**src/rtl/f_predpc_pkg.sv**
```systemverilog
// Shared types and constants for the fetch-stage next-PC generator.
package f_predpc_pkg;

   localparam int unsigned PC_W = 13;

   typedef logic [PC_W-1:0] pc_t;

   localparam pc_t RESET_PC_DEFAULT = 13'h0000;

   // 2-bit saturating branch counter encodings
   typedef enum logic [1:0] {
      CtrSnt = 2'b00,
      CtrWnt = 2'b01,
      CtrWt  = 2'b10,
      CtrSt  = 2'b11
   } ctr_e;

   // Saturating counter step toward the resolved outcome
   function automatic ctr_e ctr_next(input ctr_e ctr, input logic taken);
      ctr_e res;
      res = ctr;
      unique case (ctr)
         CtrSnt: res = taken ? CtrWnt : CtrSnt;
         CtrWnt: res = taken ? CtrWt  : CtrSnt;
         CtrWt:  res = taken ? CtrSt  : CtrWnt;
         CtrSt:  res = taken ? CtrSt  : CtrWt;
         default: res = ctr;
      endcase
      return res;
   endfunction

endpackage

```
**src/rtl/f_predpc_if.sv**
```systemverilog
// Fetch control / BTB training / prediction bundle between the pipeline and f_predpc.
interface f_predpc_if;
   import f_predpc_pkg::*;

   logic stall;
   logic redirect;
   pc_t  redirect_pc;
   logic upd_valid;
   pc_t  upd_pc;
   pc_t  upd_target;
   logic upd_taken;
   logic upd_uncond;
   pc_t  pc1;
   pc_t  pc2;
   pc_t  pc_predicted;
   logic pred_taken;
   logic inst_number;

   // Pipeline side: drives control and training, consumes fetch addresses
   modport master (
      output stall, redirect, redirect_pc,
      output upd_valid, upd_pc, upd_target, upd_taken, upd_uncond,
      input  pc1, pc2, pc_predicted, pred_taken, inst_number
   );

   // Predictor side
   modport slave (
      input  stall, redirect, redirect_pc,
      input  upd_valid, upd_pc, upd_target, upd_taken, upd_uncond,
      output pc1, pc2, pc_predicted, pred_taken, inst_number
   );

endinterface

```
**src/rtl/f_btb.sv**
```systemverilog
// Direct-mapped branch target buffer: two combinational read ports, one training write port.
module f_btb
   import f_predpc_pkg::*;
#(
   parameter int unsigned ENTRIES = 64
) (
   input  logic clk,
   input  logic rst,
   input  pc_t  rd0_pc,
   input  pc_t  rd1_pc,
   output logic rd0_taken,
   output pc_t  rd0_target,
   output logic rd1_taken,
   output pc_t  rd1_target,
   input  logic upd_valid,
   input  pc_t  upd_pc,
   input  pc_t  upd_target,
   input  logic upd_taken,
   input  logic upd_uncond
);

   localparam int unsigned IDX_W = $clog2(ENTRIES);
   localparam int unsigned TAG_W = PC_W - IDX_W;

   logic             valid_q  [ENTRIES];
   logic [TAG_W-1:0] tag_q    [ENTRIES];
   pc_t              target_q [ENTRIES];
   ctr_e             ctr_q    [ENTRIES];
   logic             uncond_q [ENTRIES];

   logic [IDX_W-1:0] rd0_idx, rd1_idx, wr_idx;
   logic [TAG_W-1:0] rd0_tag, rd1_tag, wr_tag;
   logic             rd0_hit, rd1_hit, upd_hit;
   logic             wr_en;
   pc_t              wr_target;
   ctr_e             wr_ctr;
   logic             wr_uncond;

   // Lookup for both fetch slots; reads the array state before any same-cycle write
   always_comb begin
      rd0_idx    = rd0_pc[IDX_W-1:0];
      rd0_tag    = rd0_pc[PC_W-1:IDX_W];
      rd1_idx    = rd1_pc[IDX_W-1:0];
      rd1_tag    = rd1_pc[PC_W-1:IDX_W];
      rd0_hit    = valid_q[rd0_idx] && (tag_q[rd0_idx] == rd0_tag);
      rd1_hit    = valid_q[rd1_idx] && (tag_q[rd1_idx] == rd1_tag);
      rd0_taken  = rd0_hit && (uncond_q[rd0_idx] || ctr_q[rd0_idx][1]);
      rd1_taken  = rd1_hit && (uncond_q[rd1_idx] || ctr_q[rd1_idx][1]);
      rd0_target = target_q[rd0_idx];
      rd1_target = target_q[rd1_idx];
   end

   // Training: update on hit, allocate only on a taken miss
   always_comb begin
      wr_idx    = upd_pc[IDX_W-1:0];
      wr_tag    = upd_pc[PC_W-1:IDX_W];
      upd_hit   = valid_q[wr_idx] && (tag_q[wr_idx] == wr_tag);
      wr_en     = 1'b0;
      wr_target = target_q[wr_idx];
      wr_ctr    = ctr_q[wr_idx];
      wr_uncond = uncond_q[wr_idx];
      if (upd_valid) begin
         if (upd_hit) begin
            wr_en     = 1'b1;
            wr_target = upd_taken ? upd_target : target_q[wr_idx];
            wr_ctr    = ctr_next(ctr_q[wr_idx], upd_taken);
            wr_uncond = upd_uncond;
         end else if (upd_taken) begin
            wr_en     = 1'b1;
            wr_target = upd_target;
            wr_ctr    = upd_uncond ? CtrSt : CtrWt;
            wr_uncond = upd_uncond;
         end
      end
   end

   // Storage array; reset clears every entry so no stale prediction survives
   always_ff @(posedge clk or posedge rst) begin
      if (rst) begin
         for (int i = 0; i < ENTRIES; i++) begin
            valid_q[i]  <= 1'b0;
            tag_q[i]    <= '0;
            target_q[i] <= '0;
            ctr_q[i]    <= CtrSnt;
            uncond_q[i] <= 1'b0;
         end
      end else if (wr_en) begin
         valid_q[wr_idx]  <= 1'b1;
         tag_q[wr_idx]    <= wr_tag;
         target_q[wr_idx] <= wr_target;
         ctr_q[wr_idx]    <= wr_ctr;
         uncond_q[wr_idx] <= wr_uncond;
      end
   end

endmodule

```
**src/rtl/f_predpc.sv**
```systemverilog
// Fetch PC register, two-slot prediction priority and next-PC selection.
module f_predpc
   import f_predpc_pkg::*;
#(
   parameter int unsigned ENTRIES  = 64,
   parameter pc_t         RESET_PC = RESET_PC_DEFAULT
) (
   input logic        clk,
   input logic        rst,
   f_predpc_if.slave  bus
);

   pc_t  pc_q, pc_d;
   pc_t  pc_next_slot;
   logic slot0_taken, slot1_taken;
   pc_t  slot0_target, slot1_target;

   assign pc_next_slot = pc_q + pc_t'(1);

   f_btb #(
      .ENTRIES (ENTRIES)
   ) u_btb (
      .clk        (clk),
      .rst        (rst),
      .rd0_pc     (pc_q),
      .rd1_pc     (pc_next_slot),
      .rd0_taken  (slot0_taken),
      .rd0_target (slot0_target),
      .rd1_taken  (slot1_taken),
      .rd1_target (slot1_target),
      .upd_valid  (bus.upd_valid),
      .upd_pc     (bus.upd_pc),
      .upd_target (bus.upd_target),
      .upd_taken  (bus.upd_taken),
      .upd_uncond (bus.upd_uncond)
   );

   // Slot 0 wins; a taken slot 0 makes slot 1 irrelevant
   always_comb begin
      bus.pc1          = pc_q;
      bus.pc2          = pc_next_slot;
      bus.pred_taken   = 1'b0;
      bus.inst_number  = 1'b0;
      bus.pc_predicted = pc_q + pc_t'(2);
      if (slot0_taken) begin
         bus.pred_taken   = 1'b1;
         bus.pc_predicted = slot0_target;
      end else if (slot1_taken) begin
         bus.pred_taken   = 1'b1;
         bus.inst_number  = 1'b1;
         bus.pc_predicted = slot1_target;
      end
   end

   // Next PC: redirect beats stall, stall beats prediction
   always_comb begin
      pc_d = pc_q;
      if (bus.redirect) begin
         pc_d = bus.redirect_pc;
      end else if (!bus.stall) begin
         pc_d = bus.pc_predicted;
      end
   end

   // Fetch PC register
   always_ff @(posedge clk or posedge rst) begin
      if (rst) begin
         pc_q <= RESET_PC;
      end else begin
         pc_q <= pc_d;
      end
   end

endmodule

```
**src/flat_wrapper.sv**
```systemverilog
// flat-port wrapper written by rule: the top's interface ports become plain ports
module f_predpc_flat import f_predpc_pkg::*;
#(
   parameter int unsigned ENTRIES  = 64,
   parameter pc_t         RESET_PC = RESET_PC_DEFAULT
)
  (clk, rst, bus_stall, bus_redirect, bus_redirect_pc, bus_upd_valid, bus_upd_pc, bus_upd_target, bus_upd_taken, bus_upd_uncond, bus_pc1, bus_pc2, bus_pc_predicted, bus_pred_taken, bus_inst_number);
  f_predpc_if bus_i ();
  input logic clk;
  input logic rst;
  input wire logic [$bits(bus_i.stall)-1:0] bus_stall;
  input wire logic [$bits(bus_i.redirect)-1:0] bus_redirect;
  input wire logic [$bits(bus_i.redirect_pc)-1:0] bus_redirect_pc;
  input wire logic [$bits(bus_i.upd_valid)-1:0] bus_upd_valid;
  input wire logic [$bits(bus_i.upd_pc)-1:0] bus_upd_pc;
  input wire logic [$bits(bus_i.upd_target)-1:0] bus_upd_target;
  input wire logic [$bits(bus_i.upd_taken)-1:0] bus_upd_taken;
  input wire logic [$bits(bus_i.upd_uncond)-1:0] bus_upd_uncond;
  output wire logic [$bits(bus_i.pc1)-1:0] bus_pc1;
  output wire logic [$bits(bus_i.pc2)-1:0] bus_pc2;
  output wire logic [$bits(bus_i.pc_predicted)-1:0] bus_pc_predicted;
  output wire logic [$bits(bus_i.pred_taken)-1:0] bus_pred_taken;
  output wire logic [$bits(bus_i.inst_number)-1:0] bus_inst_number;
  assign bus_i.stall = bus_stall;
  assign bus_i.redirect = bus_redirect;
  assign bus_i.redirect_pc = bus_redirect_pc;
  assign bus_i.upd_valid = bus_upd_valid;
  assign bus_i.upd_pc = bus_upd_pc;
  assign bus_i.upd_target = bus_upd_target;
  assign bus_i.upd_taken = bus_upd_taken;
  assign bus_i.upd_uncond = bus_upd_uncond;
  assign bus_pc1 = bus_i.pc1;
  assign bus_pc2 = bus_i.pc2;
  assign bus_pc_predicted = bus_i.pc_predicted;
  assign bus_pred_taken = bus_i.pred_taken;
  assign bus_inst_number = bus_i.inst_number;
  f_predpc #(.ENTRIES(ENTRIES), .RESET_PC(RESET_PC)) u_core (.clk(clk), .rst(rst), .bus(bus_i));
endmodule
```
**config.mk**
```make
export PLATFORM = sky130hd
export DESIGN_NAME = f_predpc_flat
export DESIGN_NICKNAME = d
export VERILOG_FILES = /design/src/rtl/f_predpc_pkg.sv /design/src/rtl/f_predpc_if.sv /design/src/rtl/f_btb.sv /design/src/rtl/f_predpc.sv /design/src/flat_wrapper.sv
export SDC_FILE = /design/constraint.sdc
export NUM_CORES = 2
export LEC_CHECK = 0
export ABC_AREA = 1
export CAP_MARGIN = 5
export CELL_PAD_IN_SITES_DETAIL_PLACEMENT = 0
export CELL_PAD_IN_SITES_GLOBAL_PLACEMENT = 1
export CORE_MARGIN = 4
export CORE_UTILIZATION = 42
export CTS_BUF_LIST = sky130_fd_sc_hd__clkbuf_16
export DETAILED_ROUTE_END_ITERATION = 8
export HOLD_SLACK_MARGIN = 0.12
export PLACE_DENSITY = 0.76
export SLEW_MARGIN = 20
export SYNTH_ARGS = -nofsm -noshare
export SYNTH_HDL_FRONTEND = slang
export SYNTH_SLANG_ARGS = --single-unit
```
**constraint.sdc**
```tcl
create_clock -name clk -period 46.4 [get_ports clk]
set_input_delay 4.64 -clock clk [delete_from_list [all_inputs] [get_ports clk]]
set_output_delay 4.64 -clock clk [all_outputs]
set_load 0.01 [all_outputs]
```
== Word level (Yosys, flattened, before mapping) ==
Cells that the tools add are included.

* Add/subtract/negate cells: 2
* Magnitude comparators: 4
* Eq/ne operators: 7
* Mux-type cells: 81
* Bitwise operators: 4
* Reductions and logical operators: 9

{| class="wikitable"
|+ Operators by type and width
! kind !! count
|-
| bitwise mux 832 bit || 1
|-
| bitwise mux 448 bit || 1
|-
| binary-select mux 13 bit (select 6 bit) || 3
|-
| 2-to-1 mux 13 bit || 13
|-
| bitwise mux 128 bit || 1
|-
| binary-select mux 7 bit (select 6 bit) || 3
|-
| demux 13 bit (select 6 bit) || 1
|-
| bitwise mux 64 bit || 1
|-
| OR 64 bit || 1
|-
| 2-to-1 mux 7 bit || 7
|-
| demux 7 bit (select 6 bit) || 1
|-
| binary-select mux 1 bit (select 6 bit) || 6
|-
| binary-select mux 2 bit (select 6 bit) || 3
|-
| 2-to-1 mux 1 bit || 25
|-
| 2-to-1 mux 2 bit || 12
|-
| == test 7 bit || 3
|-
| >= comparator 7 bit, second input constant || 3
|-
| NOT 6 -> 7 bit || 3
|-
| adder 13 x 1 -> 13 bit, second input constant || 1
|-
| adder 13 x 2 -> 13 bit, second input constant || 1
|-
| demux 2 bit (select 6 bit) || 1
|-
| one-hot mux 2 bit (4 select lines) || 1
|-
| less-than comparator 7 x 1 -> 1 bit, second input constant || 1
|-
| demux 1 bit (select 6 bit) || 1
|-
| 6 further kinds || 13
|}

* Flip-flop bits (word level): 1,549
* Bits of input ports: 46
* Output and inout bits: 41
* Word-level logic and storage cells: 428

== Depth between registers and ports, before layout ==
* Depth after elaboration: 12
* Mapped depth: 26
* Depth with buffers taken out: 23

== Modules after synthesis ==
Synthesis repeated with hierarchy kept, for this count alone.

* Cell total of the unflattened synthesis: 14,350
* Area, all modules: 96,551.4 um^2

{| class="wikitable"
|+ By module, submodules not included
! module !! times used !! cells each !! area each (um^2) !! seq. area each (um^2)
|-
| f_btb || 1 || 14,142 || 95,238.8 || 38,436.9
|-
| f_predpc || 1 || 208 || 1,312.5 || 325.3
|}

== Worst setup path after synthesis ==
Ideal clock, no wire load.

* Path kind: flip-flop to output port
* From: reg u_core.pc_q[1], in the netlist u_core.bus.pc1[1]
* To: out bus_pc_predicted[4]
* Arrival time: 2,985 ps
* Required time: 41,760 ps
* Path slack: 38,775 ps
* Stages on the path, launching flop included: 20
* Buffers on the path: 4
* Cells stage by stage: dfrtp_1 ha_1 buf_2 clkbuf_1 clkbuf_1 o211ai_1 nand3_1 nand3_1 nand3_1 nand3_1 nand2_1 nand2_1 nand2_1 nand2_1 nor2_1 nand2_1 buf_2 nand2_1 nand3_1 and2_1

* Cells in the longest elaborated chain, start to end: 10
* Elaborated cells between the ends (all ways): 44
* Classes of those cells: 2 x add/sub; 2 x eq/ne; 32 x mux; 2 x bitwise; 6 x reduce/logical

{| class="wikitable"
|+ RTL lines
! what !! line !! text
|-
| start: declaration || f_predpc.sv:13 || <nowiki>pc_t pc_q, pc_d;</nowiki>
|-
| start signal: assignment || f_predpc.sv:70 || <nowiki>pc_q <= pc_d;</nowiki>
|-
| adder 13 x 1 -> 13 bit (*) || f_predpc.sv:18 || <nowiki>assign pc_next_slot = pc_q + pc_t'(1);</nowiki>
|-
| named net bus_pc2[1] || flat_wrapper.sv:20 || <nowiki>output wire logic [$bits(bus_i.pc2)-1:0] bus_pc2;</nowiki>
|-
| NOT 6 -> 7 bit (not written as such) (*) || f_btb.sv:46, f_btb.sv:48, f_btb.sv:50 ||
|-
| binary-select mux 7 bit (select 6 bit) || f_btb.sv:46 || <nowiki>rd1_hit = valid_q[rd1_idx] && (tag_q[rd1_idx] == rd1_tag);</nowiki>
|-
| 2-to-1 mux 7 bit (not written as such) (2 in a row) || f_btb.sv:46 ||
|-
| == test 7 bit || f_btb.sv:46 ||
|-
| logical AND 1 bit || f_btb.sv:46 ||
|-
| logical AND 1 bit || f_btb.sv:48 || <nowiki>rd1_taken = rd1_hit && (uncond_q[rd1_idx] || ctr_q[rd1_idx][1]);</nowiki>
|-
| 2-to-1 mux 13 bit (*) || f_predpc.sv:48 || <nowiki>end else if (slot1_taken) begin</nowiki>
|-
| 2-to-1 mux 13 bit (*) || f_predpc.sv:45 || <nowiki>if (slot0_taken) begin</nowiki>
|-
| end: declaration || flat_wrapper.sv:21 || <nowiki>output wire logic [$bits(bus_i.pc_predicted)-1:0] bus_pc_predicted;</nowiki>
|}

The timed path passes the listed nets; every way through them passes the cells marked *. The select of a mux whose other input is x is not followed.

== Final worst setup path ==
* From: reg u_core.pc_q[1], in the netlist u_core.bus.pc1[1]
* To: out bus_inst_number

* Cells in the longest elaborated chain, start to end: 10
* Elaborated cells between the ends (all ways): 37
* Classes of those cells: 1 x add/sub; 2 x eq/ne; 26 x mux; 2 x bitwise; 6 x reduce/logical

{| class="wikitable"
|+ RTL lines
! what !! line !! text
|-
| adder 13 x 1 -> 13 bit || f_predpc.sv:18 ||
|-
| NOT 6 -> 7 bit (not written as such) || f_btb.sv:46, f_btb.sv:48 ||
|-
| binary-select mux 7 bit (select 6 bit) || f_btb.sv:46 ||
|-
| 2-to-1 mux 7 bit (not written as such) (2 in a row) || f_btb.sv:46 ||
|-
| == test 7 bit || f_btb.sv:46 ||
|-
| logical AND 1 bit || f_btb.sv:46 ||
|-
| logical AND 1 bit || f_btb.sv:48 ||
|-
| 2-to-1 mux 1 bit || f_predpc.sv:48 ||
|-
| 2-to-1 mux 1 bit (*) || f_predpc.sv:45 ||
|-
| end: declaration || flat_wrapper.sv:23 || <nowiki>output wire logic [$bits(bus_i.inst_number)-1:0] bus_inst_number;</nowiki>
|}

Every way passes the cells marked *; elsewhere a longest branch is shown, timed or not. The select of a mux whose other input is x is not followed.

==> impl_summary.txt <==
----------------------------------------------------
[Synthesis]
  Post-Synth Adder-Cell Area ... 0.000253
  Net count after synthesis ... 15,041
  Synth area leaders ... sky130_fd_sc_hd__dfrtp_1 39%, sky130_fd_sc_hd__nand2_1 20%, sky130_fd_sc_hd__o21ai_0 11%
  Post-Synth XOR/XNOR Area ... 0.00142
  Post-synthesis register bit count ... 1,549
  Ranking of synthesized cells by instance count ... 5,210 x sky130_fd_sc_hd__nand2_1, 2,210 x sky130_fd_sc_hd__o21ai_0, 1,549 x sky130_fd_sc_hd__dfrtp_1, 1,291 x sky130_fd_sc_hd__nand3_1, 1,258 x sky130_fd_sc_hd__inv_1
  Fraction of post-synthesis cell area in the top cell type by area ... 0.392
  Sequential fraction of the synthesis area ... 0.392
  EDFF count, synth ... 0
  Cell count after synthesis ... 14,993
  Simple-gate portion of the synthesized area ... 0.285
  Ys flop type ... sky130_fd_sc_hd__dfrtp_1
  Cell type with the largest total area after synthesis ... sky130_fd_sc_hd__dfrtp_1
  Per-instance average area after synthesis ... 6.59 sq um
  Fraction of registers with async set or reset after synthesis ... 1.00
  Number of different library cells in the post-synthesis netlist ... 59
  Complex-gate fraction of the synthesized area ... 0.218
  Post-synthesis instance area ... 98,800 sq um
  Number of warning messages in the yosys log ... 0
  Most frequent cell after synthesis ... sky130_fd_sc_hd__nand2_1
  Multiplexer share of the synthesized area ... 0
  Combinational family with the most area after synthesis ... simple AND/OR/NAND/NOR gates

[Drt]
  DR iter-0 viols ... 16,353
  Routed wire length ... 497,000 um
  Avg WL per Cell ... 28.2 um
  Post-DR vias/cell ... 6.17
  Remaining design rule violation count ... 0
  Number of search-and-repair iterations in the first detailed-routing pass ... 7
  Post-route antenna net violation count ... 0
  Via count of the routed design ... 108,649

[GRT]
  First-pass GRT wire length ... 713,000 um
  Largest net degree at the start of global routing ... 207
  Vias in the first global route ... 100,773
  Number of antenna violations at the first check in global routing ... 29
  Total track usage ... 0.395
  Grt total ovfl ... 0

[Die]
  Placement row count ... 177
  Die Span X ... 493 um
  Floorplan core area ... 233,000 sq um
  Die outline height ... 493 um
  Initial standard-cell utilization of the core ... 0.424
  Total die area ... 243,000 sq um
  Number of top-level design ports ... 87

[Critical path]
  Worst EP required ... 41,760 ps
  Startpoint types ... flip-flop
  Worst Setup End Kind ... primary output
  Capturing point of the worst reg2reg path ... u_core.bus.pc1[1]
  Flop-to-flop setup slack ... 38,670 ps
  Startpoint of the most critical register-to-register path ... u_core.bus.pc1[1]
  Largest driver fanout on the critical path ... 54
  Critical Path AT ... 9360 ps
  Number of cells traversed by the worst register-to-register path ... 21
  WS Path Type ... flip-flop to primary output

[Timing]
  Maximum operating frequency ... 71.4 MHz
  Setup Skew ... 51.7 ps
  Tightest Pin Transition ... 1290 ps
  RSZ-0062 raised after global routing ... no
  Hold violation total from the final report ... 0
  Total count of max-transition violations in the final report ... 0
  Final worst-path cycle share ... 0.302
  # setup viols final ... 0
  Accumulated negative setup slack ... 0 ps
  Final period demand of the worst path ... 14,000 ps
  Relative max-transition margin ... 0.137

[Status]
  Status ... complete, no violations

[Power]
  Power per unit of standard cell area ... 38.8 nW/um^2
  Static power due to leakage ... 49.1 nW
  Switching share of power ... 0.385
  Comb power frac ... 0.275
  Proportion of power drawn by the clock network ... 0.363
  Total internal power ... 2.56 mW
  Sw Pwr ... 1.60 mW
  Fraction of power consumed by sequential logic ... 0.362
  Peak supply drop ... 0.0000380 V

[Flow run]
  Max cap viols ... 0

[Clocking]
  Insertion delay of the later-clocked pin in the worst-skew pair ... 880 ps
  Number of buffers inserted by post-CTS setup repair ... 0
  Number of buffers inserted during clock tree synthesis ... 188
  Max clock buf depth ... 3
  Clock sinks ... 1,549
  Depth of the CTS H-tree ... 4
  Clock Root Buffer ... sky130_fd_sc_hd__clkbuf_16
  Clock tree from TritonCTS ... built
  Hold bufs inserted after CTS ... 0
  Resized Gates After CTS ... 0
  Clock transition at path regs ... 60 ps

[Layout]
  Share of the core filled with cells ... 0.460
  Final Net Count ... 14,360
  Finished layout cell area ... 107,000 sq um
  Number of cells in the finished layout apart from fillers ... 17,620
  Share of layout cells above drive strength 1 ... 0.0497
  Post-synthesis to final-layout area growth ... 8.57%

[Worst hold path]
  Hold/Removal Path Class ... flip-flop to flip-flop
  End point of the worst hold path ... u_core.u_btb.uncond_q[55]
  Hold-critical path depth ... 2
  Hold wc startpoint ... u_core.u_btb.uncond_q[55]

[Placement]
  Placed instance count ... 17,253
  Weighted congestion reported at the end of routability-driven placement ... 0.966
  Cell area after placement ... 101,000 sq um
  Number of port buffers ... 86
  Final HPWL from detailed placement ... 306,000 um

----------------------------------------------------
## per-layer routing
layer	track usage	share of wire	wire length (um)	vias to the layer above
met5	0	0.00025	126	-
met4	0.289	0.087	43400	18
met3	0.0915	0.11	56800	1787
met2	0.574	0.41	205000	7362
met1	0.515	0.38	191000	51620
li1	-	-	-	47862
## state kept, by name, indices dropped and copies added, names as in the netlist
signal / count
u_core.u_btb.ctr_q: 128
u_core.u_btb.target_q: 832
u_core.u_btb.tag_q: 448
u_core.u_btb.uncond_q: 64
u_core.u_btb.valid_q: 64
u_core.bus.pc1: 13
## worst max-delay path by stage
stage                           start                       to  slack (ps)  cells after the start
floorplan                         rst        u_core.bus.pc1[0]       20300                      1
global placement        bus_upd_pc[2]  u_core.u_btb.ctr_q[100]       33080                     23
detailed placement      bus_upd_pc[2]  u_core.u_btb.ctr_q[100]       33070                     23
CTS                 u_core.bus.pc1[1]          bus_inst_number       32770                     20
global route        u_core.bus.pc1[0]          bus_inst_number       32070                     23
finish              u_core.bus.pc1[1]          bus_inst_number       32400                     20
## layout by cell type (no fill, tap or decap), drive strengths merged, types with 132 or more instances in the layout
cell and instances:
a21oi 877, buf 277, clkbuf 192, clkinv 132, dfrtp 1549, inv 1304, nand2 5252, nand3 1299
nor2 326, o211ai 245, o21ai 2242, o22ai 330
## power by group through the flow
stage | clock network [mW] | logic [mW] | registers, mW
after floorplan | 0 | 0.661 | 1.50
after global placement | 0 | 1.09 | 1.52
after detailed placement | 0 | 1.09 | 1.53
after CTS | 1.52 | 1.10 | 1.50
after global routing | 1.58 | 1.21 | 1.51
final | 1.51 | 1.14 | 1.51
## stage by stage
| step | hold WS (ps) | power [mW] | setup WS (ps) |
|---|---|---|---|
| 2_1_floorplan | 437 | 2.17 | 20300 |
| 3_3_place_gp | 460 | 2.61 | 33080 |
| 3_5_place_dp | 461 | 2.62 | 33070 |
| 4_1_cts | 477 | 4.12 | 32770 |
| 5_1_grt | 496 | 4.30 | 32070 |
| 6_report | 477 | 4.16 | 32400 |
## worst max-delay path: stages (launching register included)
cell                              delay (ps)
sky130_fd_sc_hd__dfrtp_4                 740
sky130_fd_sc_hd__buf_4                   550
sky130_fd_sc_hd__buf_4                   580
sky130_fd_sc_hd__buf_4                   590
sky130_fd_sc_hd__buf_4                   660
sky130_fd_sc_hd__buf_4                   730
sky130_fd_sc_hd__nand2_1                 110
sky130_fd_sc_hd__nand3_1                 100
sky130_fd_sc_hd__o21ai_0                 110
sky130_fd_sc_hd__nand2_1                  80
sky130_fd_sc_hd__nand3_1                 170
sky130_fd_sc_hd__nand3_1                 180
sky130_fd_sc_hd__nand2_1                  70
sky130_fd_sc_hd__nor2_1                  320
sky130_fd_sc_hd__nor2_1                  100
sky130_fd_sc_hd__nand2_1                 110
sky130_fd_sc_hd__nor2_1                  100
sky130_fd_sc_hd__nand2_1                 690
sky130_fd_sc_hd__inv_1                   700
sky130_fd_sc_hd__nor4_1                  960
sky130_fd_sc_hd__clkdlybuf4s50_1         720
## cells by family after synthesis
group                      Yosys count
and+or+nand+nor                   6962
DFF                               1549
adders and majority gates            2
AOI/OAI and AO/OA                 3930
xor gates and xnor gates            16
buffers and inverters             2534
## layout make-up
cell class / count / area (sq um)
Multi-Input combinational cell: 10910 / 50300
Fill cell: 23971 / 126000
Inverter: 1304 / 4950
Timing Repair Buffer: 359 / 3150
Clock inverter: 161 / 1330
Sequential cell: 1549 / 38800
Tap cell: 3132 / 3920
Clock buffer: 192 / 4800
Antenna cell: 13 / 32.5
(Power assumes the default switching activity.)
